## src/rtl/fetch_pkg.sv

```systemverilog
// Shared definitions for the instruction fetch stage.
//   fetch_state_e : fetch FSM states
//   INSTR_BYTES   : PC increment per fetched word
//   NOP           : instruction word decode substitutes on a flush
//   align_word    : clears the low two address bits of a PC
package fetch_pkg;

    typedef enum logic [1:0] {
        StIdle  = 2'd0,
        StAddr  = 2'd1,
        StValid = 2'd2,
        StFault = 2'd3
    } fetch_state_e;

    localparam int unsigned INSTR_BYTES = 4;
    localparam logic [31:0] NOP         = 32'hD60003E0;

    function automatic logic [63:0] align_word(input logic [63:0] addr);
        return {addr[63:2], 2'b00};
    endfunction

endpackage

```

## src/rtl/fetch_wait_ctr.sv

```systemverilog
// Loadable 4-bit down-counter with a zero flag; times the ROM access window.
// Ports:
//   clock, reset_n : clock, asynchronous active-low reset
//   load           : load load_value (has priority over dec)
//   load_value     : value loaded on load
//   dec            : decrement by one, saturating at zero
//   count          : current count
//   zero           : count == 0
module fetch_wait_ctr (
    input  logic       clock,
    input  logic       reset_n,
    input  logic       load,
    input  logic [3:0] load_value,
    input  logic       dec,
    output logic [3:0] count,
    output logic       zero
);

    always_ff @(posedge clock or negedge reset_n) begin
        if (!reset_n) begin
            count <= 4'd0;
        end else if (load) begin
            count <= load_value;
        end else if (dec && (count != 4'd0)) begin
            count <= count - 4'd1;
        end
    end

    assign zero = (count == 4'd0);

endmodule

```

## src/rtl/instr_fetch.sv

```systemverilog
// Instruction fetch stage: holds the PC, strobes the instruction ROM, samples the
// returned word after ROM_WAIT cycles and offers it to decode over valid/ready.
// Branch redirects flush any in-flight fetch and reload the PC.
//
// Optional feature macro: FETCH_MISALIGN_TRAP_EN
//   defined   : a redirect to a target with [1:0] != 0 enters a sticky FAULT state
//               (fetch_fault = 1) that only reset clears.
//   undefined : fetch_fault port is absent; redirect_target[1:0] is forced to 0.
//
// Ports:
//   clock, reset_n     : clock, asynchronous active-low reset
//   rom_address        : ROM byte address (pc[31:0])
//   rom_data           : ROM data, only [31:0] used
//   rom_chip_select    : ROM select, high during the access window
//   rom_output_enable  : ROM drive enable, high during the access window
//   instr, instr_pc    : fetched word and its address
//   instr_valid        : instr/instr_pc valid
//   instr_ready        : decode accepts the word this cycle
//   redirect           : load redirect_target into the PC
//   redirect_target    : new PC
//   fetch_fault        : misaligned-target trap (macro builds only)
module instr_fetch
    import fetch_pkg::*;
#(
    parameter logic [63:0] RESET_PC = 64'h0,
    parameter int unsigned ROM_WAIT = 1
) (
    input  logic        clock,
    input  logic        reset_n,
    output logic [31:0] rom_address,
    input  logic [63:0] rom_data,
    output logic        rom_chip_select,
    output logic        rom_output_enable,
    output logic [31:0] instr,
    output logic [63:0] instr_pc,
    output logic        instr_valid,
    input  logic        instr_ready,
    input  logic        redirect,
`ifdef FETCH_MISALIGN_TRAP_EN
    input  logic [63:0] redirect_target,
    output logic        fetch_fault
`else
    input  logic [63:0] redirect_target
`endif
);

    localparam logic [3:0] WAIT_LOAD = 4'(ROM_WAIT - 1);

    fetch_state_e state_q, state_d;
    logic [63:0]  pc_q, pc_d;
    logic [31:0]  instr_q, instr_d;
    logic [63:0]  instr_pc_q, instr_pc_d;

    logic         ctr_load;
    logic         ctr_dec;
    logic [3:0]   ctr_count;
    logic         ctr_zero;

    // Upper half of the ROM bus carries nothing for this stage.
    logic         unused_rom_hi;
    assign unused_rom_hi = ^rom_data[63:32];

    fetch_wait_ctr u_wait_ctr (
        .clock      (clock),
        .reset_n    (reset_n),
        .load       (ctr_load),
        .load_value (WAIT_LOAD),
        .dec        (ctr_dec),
        .count      (ctr_count),
        .zero       (ctr_zero)
    );

    always_ff @(posedge clock or negedge reset_n) begin
        if (!reset_n) begin
            state_q    <= StIdle;
            pc_q       <= RESET_PC;
            instr_q    <= 32'h0;
            instr_pc_q <= 64'h0;
        end else begin
            state_q    <= state_d;
            pc_q       <= pc_d;
            instr_q    <= instr_d;
            instr_pc_q <= instr_pc_d;
        end
    end

    always_comb begin
        state_d    = state_q;
        pc_d       = pc_q;
        instr_d    = instr_q;
        instr_pc_d = instr_pc_q;
        ctr_load   = 1'b0;
        ctr_dec    = 1'b0;

        unique case (state_q)
            StIdle: begin
                state_d  = StAddr;
                ctr_load = 1'b1;
            end
            StAddr: begin
                if (ctr_zero) begin
                    instr_d    = rom_data[31:0];
                    instr_pc_d = pc_q;
                    state_d    = StValid;
                end else begin
                    ctr_dec = 1'b1;
                end
            end
            StValid: begin
                if (instr_ready) begin
                    pc_d     = pc_q + 64'(INSTR_BYTES);
                    state_d  = StAddr;
                    ctr_load = 1'b1;
                end
            end
            StFault: begin
                state_d = StFault;
            end
            default: begin
                state_d = StIdle;
            end
        endcase

        // Redirect overrides everything above; a word captured this edge is dropped,
        // while an accept in StValid has already completed on the decode side.
        if (redirect && (state_q != StFault)) begin
            instr_d    = instr_q;
            instr_pc_d = instr_pc_q;
`ifdef FETCH_MISALIGN_TRAP_EN
            if (redirect_target[1:0] != 2'b00) begin
                pc_d     = pc_q;
                state_d  = StFault;
                ctr_load = 1'b0;
                ctr_dec  = 1'b0;
            end else begin
                pc_d     = redirect_target;
                state_d  = StAddr;
                ctr_load = 1'b1;
            end
`else
            pc_d     = align_word(redirect_target);
            state_d  = StAddr;
            ctr_load = 1'b1;
`endif
        end
    end

    assign rom_address       = pc_q[31:0];
    assign rom_chip_select   = (state_q == StAddr);
    assign rom_output_enable = (state_q == StAddr);
    assign instr             = instr_q;
    assign instr_pc          = instr_pc_q;
    assign instr_valid       = (state_q == StValid);
`ifdef FETCH_MISALIGN_TRAP_EN
    assign fetch_fault       = (state_q == StFault);
`endif

endmodule

```

## config.mk

```make
export PLATFORM = sky130hd
export DESIGN_NAME = instr_fetch
export DESIGN_NICKNAME = d
export VERILOG_FILES = /design/src/rtl/fetch_pkg.sv /design/src/rtl/fetch_wait_ctr.sv /design/src/rtl/instr_fetch.sv
export SDC_FILE = /design/constraint.sdc
export NUM_CORES = 1
export LEC_CHECK = 0
export ABC_AREA = 1
export BUFFER_PORTS_ARGS = -buffer_cell sky130_fd_sc_hd__buf_4
export CORE_ASPECT_RATIO = 0.8
export CORE_MARGIN = 10
export CORE_UTILIZATION = 53
export DETAILED_ROUTE_END_ITERATION = 7
export PLACE_DENSITY = 0.84
export RECOVER_POWER = 50
export SYNTH_ARGS = -nofsm -noshare
export SYNTH_HDL_FRONTEND = slang
export SYNTH_SLANG_ARGS = --single-unit
```

## constraint.sdc

```tcl
create_clock -name clock -period 2.1 [get_ports clock]
set_input_delay 0.42 -clock clock [delete_from_list [all_inputs] [get_ports clock]]
set_output_delay 0.42 -clock clock [all_outputs]
set_load 0.01 [all_outputs]
```

* Word-level counts from Yosys, hierarchy flattened
Cells that the tools add are included.
** Storage, ports and cells
- Register bits :: 166
- Latch bits :: 0
- Bits in writable memories :: 0
- Memory bits (read-only) :: 0
- Input bits :: 132
- Output and inout bits :: 131
- Word-level logic and storage cells :: 39
- Memories :: 0
** Cells by class
- Add/sub/neg operators :: 2
- Multipliers :: 0
- Div/mod/pow operators :: 0
- Magnitude comparators :: 0
- Eq/ne operators :: 6
- Shifts and indexed selects :: 0
- Mux-type cells :: 14
- Bitwise logic cells :: 1
- Reduce and logical (&&, ||, !) cells :: 11
** Operators by type and width (count)
- 64-bit two-way mux :: 3
- 64-bit by 3-bit adder with 64-bit output, second input constant :: 1
- 4-bit two-way mux :: 2
- 2-bit one-hot mux with 4 select lines :: 1
- 2-bit two-way mux :: 3
- 3-bit by 1-bit inequality test with 1-bit output, second input constant :: 2
- 2-bit nonzero test :: 3
- 2-bit == test, second input constant :: 2
- 4-bit zero test :: 1
- 1-bit two-way mux :: 4
- 2-bit AND reduction :: 2
- 4-bit nonzero test :: 1
- 4-bit by 1-bit subtractor with 4-bit output, second input constant :: 1
- 3-bit AND reduction :: 1
- 2-bit by 1-bit == test with 1-bit output, second input constant :: 1
- 1-bit logical AND :: 2
- 2-bit zero test :: 1
- 2-bit inequality test, second input constant :: 1
- 1-bit one-hot mux with 2 select lines :: 1
- 1-bit NOT :: 1

* Longest topological paths before layout
Gate-level depths: netlist (run 1).
- Depth in word-level cells :: 6
- Depth in mapped cells :: 11
- Mapped depth without buffers :: 11

* Modules after synthesis
From an unflattened synthesis (run 1), not the netlist that was laid out.
** Second synthesis, totals
- Cell total of the unflattened synthesis :: 1307
- Area total of the unflattened synthesis :: 9078.7 um^2
** By module, submodules not included
- instr_fetch :: instances 1, cells an instance 1261, area an instance 8783.4 um^2, seq. area each 3953.8 um^2
- fetch_wait_ctr :: instances 1, cells an instance 46, area an instance 295.3 um^2, seq. area each 100.1 um^2

* Worst setup path before layout (run 1)
Ideal clock, no wire load.
- Kind :: reg2reg
- From :: register u_wait_ctr.count[0]
- To :: register instr_pc_q[22] (netlist: instr_pc[22])
- Library setup time :: 117 ps
- Data arrival time :: 1481 ps
- Required time :: 1983 ps
- Path slack :: 502 ps
- Stages on the path, launching flop included :: 10
- Path buffers :: 2
- Period minus slack after synthesis :: 1598 ps
- Path through :: dfrtp_1 -> inv_1 -> ha_1 -> inv_1 -> nor3_1 -> nand3_1 -> buf_2 -> clkbuf_1 -> nand2_1 -> nand2_1
** Between the ends
- Longest elaborated chain between the ends :: 2
** Ends and longest elaborated chain
- start: declaration :: RTL line fetch_wait_ctr.sv:15 : output logic [3:0] count,
- start signal: assignment :: RTL line fetch_wait_ctr.sv:23 : count <= load_value;
- start signal: assignment :: RTL line fetch_wait_ctr.sv:25 : count <= count - 4'd1;
- 4-bit zero test :: RTL line fetch_wait_ctr.sv:29 : assign zero = (count == 4'd0);
- 3-bit AND reduction (no source line)
- end signal: assignment :: RTL line instr_fetch.sv:83 : instr_pc_q <= instr_pc_d;
- end: declaration :: RTL line instr_fetch.sv:52 : logic [63:0] instr_pc_q, instr_pc_d;
No other way between the ends.
A chain may end at the register's enable or synchronous reset.

* Worst setup path in the final report (run 1)
- From :: register pc_q[3]
- To :: register pc_q[32]
** Between the ends
- Longest elaborated chain between the ends :: 4
** Ends and longest elaborated chain
- start: declaration :: RTL line instr_fetch.sv:50 : logic [63:0] pc_q, pc_d;
- start signal: assignment :: RTL line instr_fetch.sv:81 : pc_q <= pc_d;
- 64-bit by 3-bit adder with 64-bit output :: RTL line instr_fetch.sv:111 : pc_d = pc_q + 64'(INSTR_BYTES);
- 64-bit two-way mux :: RTL line instr_fetch.sv:110 : if (instr_ready) begin
- 64-bit two-way mux :: RTL line instr_fetch.sv:95 : unique case (state_q)
- 64-bit two-way mux :: RTL line instr_fetch.sv:126 : if (redirect && (state_q != StFault)) begin
No other way between the ends. The select of a mux whose other input is x is not followed.

==> results of run 1 <==
## sequential cells by signal, summed over array words and instances (netlist names)
register          count
instr_pc             62
pc_q                 62
instr                32
u_wait_ctr.count      4
state_q               2
## area by class of cell
cell class / count / area [um^2]
well taps: 220 / 275
multi-input cells: 918 / 4040
clock inverters: 14 / 136
repair buffers: 279 / 1900
flip-flops and latches: 162 / 4060
inverters: 125 / 469
clock buffers: 18 / 429
fillers: 1471 / 5300
## repair_timing
action / CTS / global route
gates resized for setup: 0 / 5
hold buffers: 1 / 0
endpoints found under the hold margin: 47 / 0
setup endpoints to repair: 0 / 5
## cell families after synthesis
logic type / after synthesis / share of synthesized area
buf+inv: 206 / 0.106
mux: 1 / 0.00111
compound gates: 162 / 0.0975
xor+xnor: 3 / 0.00292
flops: 162 / 0.450
other cells: 1 / 0.000416
fa+ha+maj: 2 / 0.00278
simple gates: 746 / 0.339
## report_power, final
part / switching, uW / total (uW) / internal (uW)
logic: 5100 / 8100 / 3000
registers: 1290 / 5880 / 4590
clock network: 1450 / 3020 / 1580
## worst min-delay path: stages
cell	delay (ps)
buf_4	80
nand2_1	40
nand2_1	40
## routing by layer
metal	track usage	routed length (um)
met5	0	0
met1	0.376	14000
met3	0.0705	3180
met2	0.419	13700
met4	0.0810	774
## stage by stage
| stage | power (uW) | worst slack, ps | hold slack [ps] |
|---|---|---|---|
| 3_5_place_dp | 14400 | 183 | 415 |
| 6_report | 17000 | 97.8 | 179 |
| 5_1_grt | 18300 | 0.659 | 176 |
| 2_1_floorplan | 10700 | 502 | 124 |
| 4_1_cts | 17500 | 160 | 173 |
| 3_3_place_gp | 14100 | 199 | 414 |
## layout by cell type, fill, tap and decap left out, drive strengths merged
cell type and count:
nand2 483, nor3 7, a32oi 1, nor2 156, a31oi 6, or2 1
nand3b 1, clkbuf 86, mux2i 1, o211ai 9, a211oi 7, nor4 2
ha 2, o211a 1, o22ai 7, o21bai 1, dfrtp 162, nor3b 1
xor2 3, clkinv 2, clkinvlp 3, inv 134, o21ai 116, dlygate4sd3 1
nand3 76, a21oi 14, conb 4, buf 210, nand4 19
## worst paths after layout
kind | from | to | slack [ps] | cells after the start
max reg2reg | pc_q[3] | pc_q[32] | 100 | 6
max | pc_q[3] | pc_q[32] | 100 | 6
min in group asynchronous | reset_n | instr[20] | 520 | 2
min | rom_data[1] | instr[1] | 180 | 3
min reg2reg | instr_pc[28] | instr_pc[28] | 480 | 2
max in group asynchronous | reset_n | pc_q[52] | 350 | 3
==> reports/metrics.cfg, run 1 <==
[status]
status=complete, no violations

[timing]
rsz0062_at_grt=no
worstMarginPinSlew_ps=925
max_freq_mhz=499
skew_ps=9.68
drv_slew=0
finalHoldViolCount=0
fin_crit_ps=2000
fin_crit_sh=0.953
finalSetupViolations=0
fin_tns_setup_ps=0
maxSlewHeadroom=0.384

[cts]
htreeDepth=4
tritoncts=yes
cts_setup_buffers=0
cts_buffer_depth=2
clkTransAtPathRegs_ps=70
root_buffer=clkbuf_16
insertion_delay_ps=430
cts_made_buffers=17
cts.sink_count=162

[setup_path]
path_max_fanout=5
critical_path.max_stage_delay_ps=600
cp_top_family=simple AND/OR/NAND/NOR gates
cp.arrival_ps=2320
start_kind=flip-flop
path_class=flip-flop to flip-flop
crit_chain=ha_2, nand2_1, nor3_1, nand4_1, o21ai_0, nor2_1
cp_slowest_cell=nor3_1
end_kind=flip-flop
worstPathRequired_ps=2420
worst-path-buf-inv=0

[synthesis]
synthArstFlopShare=1.00
netlist_area_um2=9010
netlist.top_cell.by_area=dfrtp_1
synth_edf_count=0
synth_top_area_share=0.450
syn_inst=1283
yosysWarningCount=0
avgSynthCellArea_um2=7.02
synth_cell_types=36
yosys_most_used_dff=dfrtp_1
ys_ff_latch=162
yosys-top-cells-count=473 x nand2_1, 162 x dfrtp_1, 144 x nor2_1
yosysMostFrequentCell=nand2_1
seq_area_frac_synth=0.450
yosys-top-cells-area=dfrtp_1 45%, nand2_1 20%, o21ai_0 6.1%

[floorplanning]
die_w_um=166
core_um2=16600
initial_core_util=0.543
fp.dieArea_um2=22700
row_count=42
die_h_um=137
top_level_ports=263

[placed_design]
numPortBuffers=224
place.gp.congestion=0.990
hpwl_um=24700
dp_cells=1703
placed_cell_area_um2=11000

[route]
drc_errors=0
avgViaCountPerCell=5.40
totalWireLength_um=31600
vias=9380
drtPass1Iterations=6
final_antenna_net_count=0
drtIter0Drc=1066
post_drt_wl_per_cell_um=18.2

[power_and_ir_drop]
leakage_uw=0.00578
ir_drop_mv=0.815
power_density_nw_per_um2=1500

[grt]
grt_pass1_vias=9001
track_usage=0.274
grt_max_degree=72
antenna_found_initial=0
grt_pass1_wl_um=49500
overflow=0

[cells_and_area]
final_core_util=0.681
nNetsFinal=1637
final_cell_count_no_fill=1736
final_cell_area_um2=11300
antenna_cells=0
area_delta_synth_final_pct=25.4
layout-drive-gt1-share=0.181

[job]
cap_violations=0

[hold_path]
hp-class=primary input to flip-flop

Note: power is estimated with default switching activity, not from simulation.
==> inputs of run 2 (changes only) <==
--- a/config.mk
+++ b/config.mk
@@ -9,9 +9,9 @@
 export BUFFER_PORTS_ARGS = -buffer_cell sky130_fd_sc_hd__buf_4
 export CORE_ASPECT_RATIO = 0.8
 export CORE_MARGIN = 10
-export CORE_UTILIZATION = 53
+export CORE_UTILIZATION = 35
 export DETAILED_ROUTE_END_ITERATION = 7
-export PLACE_DENSITY = 0.84
+export PLACE_DENSITY = 0.61
 export RECOVER_POWER = 50
 export SYNTH_ARGS = -nofsm -noshare
 export SYNTH_HDL_FRONTEND = slang
==> reports/metrics.cfg, run 2 (synthesis gave the netlist of run 1 again) <==
[setup_path]
end_kind=flip-flop
worstPathRequired_ps=2420
reg2reg_slack_ps=150
path_class=flip-flop to flip-flop
cp.arrival_ps=2270
path_max_fanout=8
start_kind=flip-flop

[grt]
overflow=0
grt_max_degree=94
grt_pass1_vias=8910
grt_pass1_wl_um=52300
track_usage=0.209
antenna_found_initial=1

[timing]
skew_ps=14.5
fin_crit_sh=0.927
fin_ws_ps=153
fin_crit_ps=1950
rsz0062_at_grt=no
worstMarginPinSlew_ps=1140
max_freq_mhz=514
finalSetupViolations=0
fin_tns_setup_ps=0
maxSlewHeadroom=0.241
hold_ws_ps=163
drv_slew=0
finalHoldViolCount=0

[route]
wl_met1_um=16800
wl_met2_um=14700
drtPass1Iterations=5
drtIter0Drc=683
highest_layer=met4
final_antenna_net_count=0
totalWireLength_um=34700
drc_errors=0
vias=9153
post_drt_wl_per_cell_um=18.7
avgViaCountPerCell=4.95
wl_met3_um=2910

[placed_design]
place.gp.congestion=0.954
hpwl_um=27400
place_worst_setup_slack_ps=181
numPortBuffers=224
dp_cells=1815
placed_cell_area_um2=11200

[floorplanning]
top_level_ports=263
die_w_um=199
core_um2=25300
fp.dieArea_um2=32600
initial_core_util=0.356
die_h_um=164
row_count=52

[cts]
tritoncts=yes
htreeDepth=4
cts_setup_buffers=0
cts_made_buffers=17
cts_buffer_depth=2
insertion_delay_ps=450
cts.sink_count=162
clkTransAtPathRegs_ps=80
root_buffer=clkbuf_16

[power_and_ir_drop]
power_density_nw_per_um2=1510
leakage_uw=0.00585
ir_drop_mv=0.593

[cells_and_area]
final_cell_area_um2=11600
layout-drive-gt1-share=0.186
mostFrequentLayoutCells=472 x nand2_1, 215 x buf_4, 162 x dfrtp_1, 142 x nor2_1, 123 x inv_1
final_cell_count_no_fill=1849
area_delta_synth_final_pct=28.2
final_common_cell=nand2_1
nNetsFinal=1645

[status]
status=complete, no violations

[job]
cap_violations=0

[hold_path]
hp-class=primary input to flip-flop

run 2: changes by cell type in the layout (fill, tap and decap cells not counted), moves of 2 or more:
cell,change
buf_4,+10
bufinv_16,+2
clkbuf_2,-2
clkinv_4,+2
dfrtp_1,+2
dfrtp_2,-2
inv_6,-4
run 2: area by class of cell:
| type | count | area [um^2] |
|---|---|---|
| Tap cell | 324 | 405 |
| Fill cell | 2681 | 13800 |
| Antenna cell | 1 | 2.50 |
| Multi-Input combinational cell | 918 | 4040 |
| Timing Repair Buffer | 287 | 1970 |
| Inverter | 125 | 469 |
| Sequential cell | 162 | 4050 |
| Clock buffer | 19 | 443 |
| Clock inverter | 13 | 166 |
run 2: per-stage QoR:
stage	total power [uW]	util
global route	18800	0.456
finish	17400	0.457
detailed placement	14600	0.442
CTS	18000	0.466
global placement	14500	0.442
floorplan	10700	-
run 2: timing repair:
| action | in CTS | in global routing |
|---|---|---|
| setup endpoints to repair | 0 | 4 |
| gates resized for setup | 0 | 5 |
| endpoints found under the hold margin | 37 | 0 |
| hold buffers | 1 | 0 |
run 2: layer usage:
| layer | up-vias | global-route usage |
|---|---|---|
| li1 | 4499 | - |
| met1 | 4283 | 0.298 |
| met2 | 345 | 0.310 |
| met3 | 26 | 0.0529 |
| met4 | 0 | 0.0450 |
| met5 | - | 0 |
run 2: final timing paths:
path / cells past startpoint / startpoint / end
worst max-delay path: 8 / u_wait_ctr.count[0] / u_wait_ctr.count[2]
worst min-delay path: 3 / rom_data[3] / instr[3]
worst max register to register: 8 / u_wait_ctr.count[0] / u_wait_ctr.count[2]
worst min register to register: 2 / instr[14] / instr[14]
max in group asynchronous: 3 / reset_n / pc_q[8]
min in group asynchronous: 2 / reset_n / instr_pc[35]
run 2: where the power goes:
part | switching, uW | leakage, uW | internal, uW | total, uW
combinational | 5210 | 0.00359 | 3020 | 8230
clock | 1480 | 0.000294 | 1840 | 3310
sequential | 1270 | 0.00197 | 4590 | 5860
run 2: critical path, stage by stage (launching register included):
cell     delay, ps
dfrtp_1        360
inv_1           80
ha_1           210
inv_1           50
nor3_1          80
nor3_1         640
nand2_1        150
xor2_1         200
nor2_1          50
==> inputs of run 3 (changes only) <==
--- a/config.mk
+++ b/config.mk
@@ -7,11 +7,13 @@
 export LEC_CHECK = 0
 export ABC_AREA = 1
 export BUFFER_PORTS_ARGS = -buffer_cell sky130_fd_sc_hd__buf_4
+export CELL_PAD_IN_SITES_DETAIL_PLACEMENT = 1
+export CELL_PAD_IN_SITES_GLOBAL_PLACEMENT = 1
 export CORE_ASPECT_RATIO = 0.8
 export CORE_MARGIN = 10
 export CORE_UTILIZATION = 35
 export DETAILED_ROUTE_END_ITERATION = 7
-export PLACE_DENSITY = 0.61
+export PLACE_DENSITY = 0.81
 export RECOVER_POWER = 50
 export SYNTH_ARGS = -nofsm -noshare
 export SYNTH_HDL_FRONTEND = slang
==> reports/metrics.cfg, run 3 (synthesis gave the netlist of run 1 again) <==
[status]
status=complete, no violations

[placed_design]
hpwl_um=30100
placed_cell_area_um2=11200
place.gp.congestion=0.934
numPortBuffers=224

[floorplanning]
core_um2=25300
initial_core_util=0.356
die_h_um=164
top_level_ports=263
die_w_um=199
fp.dieArea_um2=32600
row_count=52

[setup_path]
worstPathRequired_ps=2440
path_max_fanout=21
critical_path.max_stage_delay_ps=510
cp.arrival_ps=2290
cp_slowest_cell=nor3_1
path_class=flip-flop to flip-flop
end_kind=flip-flop
crit_chain=nand2_1, nand2_4, clkinv_1, nor3_1, nand4_1, o21ai_0, nor2_1
start_kind=flip-flop

[power_and_ir_drop]
power_density_nw_per_um2=1530
clkPwrFrac=0.182
pwr-share-seq=0.336
internal_power_uw=9410
comb_power_share=0.482
ir_drop_mv=0.631
swShare=0.468
p_switching_uw=8270
total_power_uw=17700
leakage_uw=0.00587

[timing]
drv_slew=0
skew_ps=10.9
fin_crit_ps=1950
maxSlewHeadroom=0.151
fin_crit_sh=0.928
finalHoldViolCount=0
worstMarginPinSlew_ps=1270
finalSetupViolations=0
max_freq_mhz=513
rsz0062_at_grt=no
fin_tns_setup_ps=0

[cells_and_area]
register_area_um2=4060
nNetsFinal=1652
final_cell_area_um2=11600
fill_cells=3305
mostFrequentLayoutCells=473 x nand2_1, 225 x buf_4, 161 x dfrtp_1, 143 x nor2_1, 123 x inv_1
layout-drive-gt1-share=0.189
final_common_cell=nand2_1
area_delta_synth_final_pct=28.6
multi_input_area_um2=4050
antenna_cells=0

[grt]
grt_pass1_wl_um=58300
grt_max_degree=51
antenna_found_initial=1
overflow=0
grt_pass1_vias=10000
track_usage=0.231

[route]
avgViaCountPerCell=5.13
drtPass1Iterations=5
drc_errors=0
totalWireLength_um=38000
final_antenna_net_count=0
drtIter0Drc=555
vias=9512
post_drt_wl_per_cell_um=20.5

[cts]
cts.sink_count=162
cts_setup_buffers=0
insertion_delay_ps=450
root_buffer=clkbuf_16
cts_made_buffers=17
htreeDepth=4
tritoncts=yes
clkTransAtPathRegs_ps=70
cts_buffer_depth=2

[hold_path]
hp-class=primary input to flip-flop

[job]
cap_violations=0

run 3: timing repair:
item                                   in CTS  in global routing
hold buffers                                1                  0
setup endpoints to repair                   0                  9
resized for setup                           0                  5
endpoints found under the hold margin      20                  0
run 3: critical path, delay by kind of cell (launching register included):
kind,cells,cell delay [ps]
flops,1,450
simple gates,5,1090
buf+inv,1,180
compound gates,1,110
run 3: power groups by stage:
| stage | combinational, uW | sequential (uW) | clock (uW) |
|---|---|---|---|
| 6_report | 8530 | 5940 | 3220 |
| 5_1_grt | 9570 | 6150 | 3430 |
| 4_1_cts | 9020 | 5930 | 3280 |
| 3_5_place_dp | 8940 | 5960 | 0 |
| 3_3_place_gp | 8660 | 5860 | 0 |
| 2_1_floorplan | 4620 | 6030 | 0 |
run 3: metal layers:
layer,share of wire,GRT usage,up-vias,routed length (um)
met5,0,0,-,0
met2,0.44,0.361,321,16700
met4,0.016,0.0536,0,601
met3,0.078,0.0689,38,2980
li1,-,-,4489,-
met1,0.47,0.309,4664,17700
run 3: layout make-up:
class,instances,area share
repair buffers,294,0.175
inverters,125,0.0405
well taps,324,0.0350
flip-flops and latches,162,0.350
multi-input cells,918,0.349
clock buffers,19,0.0374
clock inverters,13,0.0132
run 3: per-stage QoR:
stage               utilization  std cells  hold slack (ps)  worst slack, ps
floorplan                     -       1286              124              502
global placement          0.443       1822              302              239
detailed placement        0.443       1822              305              105
CTS                       0.466       1855              150             76.0
global route              0.458       1855              160             7.92
finish                    0.458       1855              163              150
run 3: path summary, 6_finish.rpt:
check                             start            to  slack (ps)  cells after the start
setup reg to reg             state_q[1]      pc_q[32]         150                      7
hold / removal             rom_data[22]     instr[22]         160                      3
setup / recovery             state_q[1]      pc_q[32]         150                      7
hold reg to reg               instr[18]     instr[18]         480                      2
max in group asynchronous       reset_n      pc_q[26]         230                      3
min in group asynchronous       reset_n  instr_pc[49]         930                      2
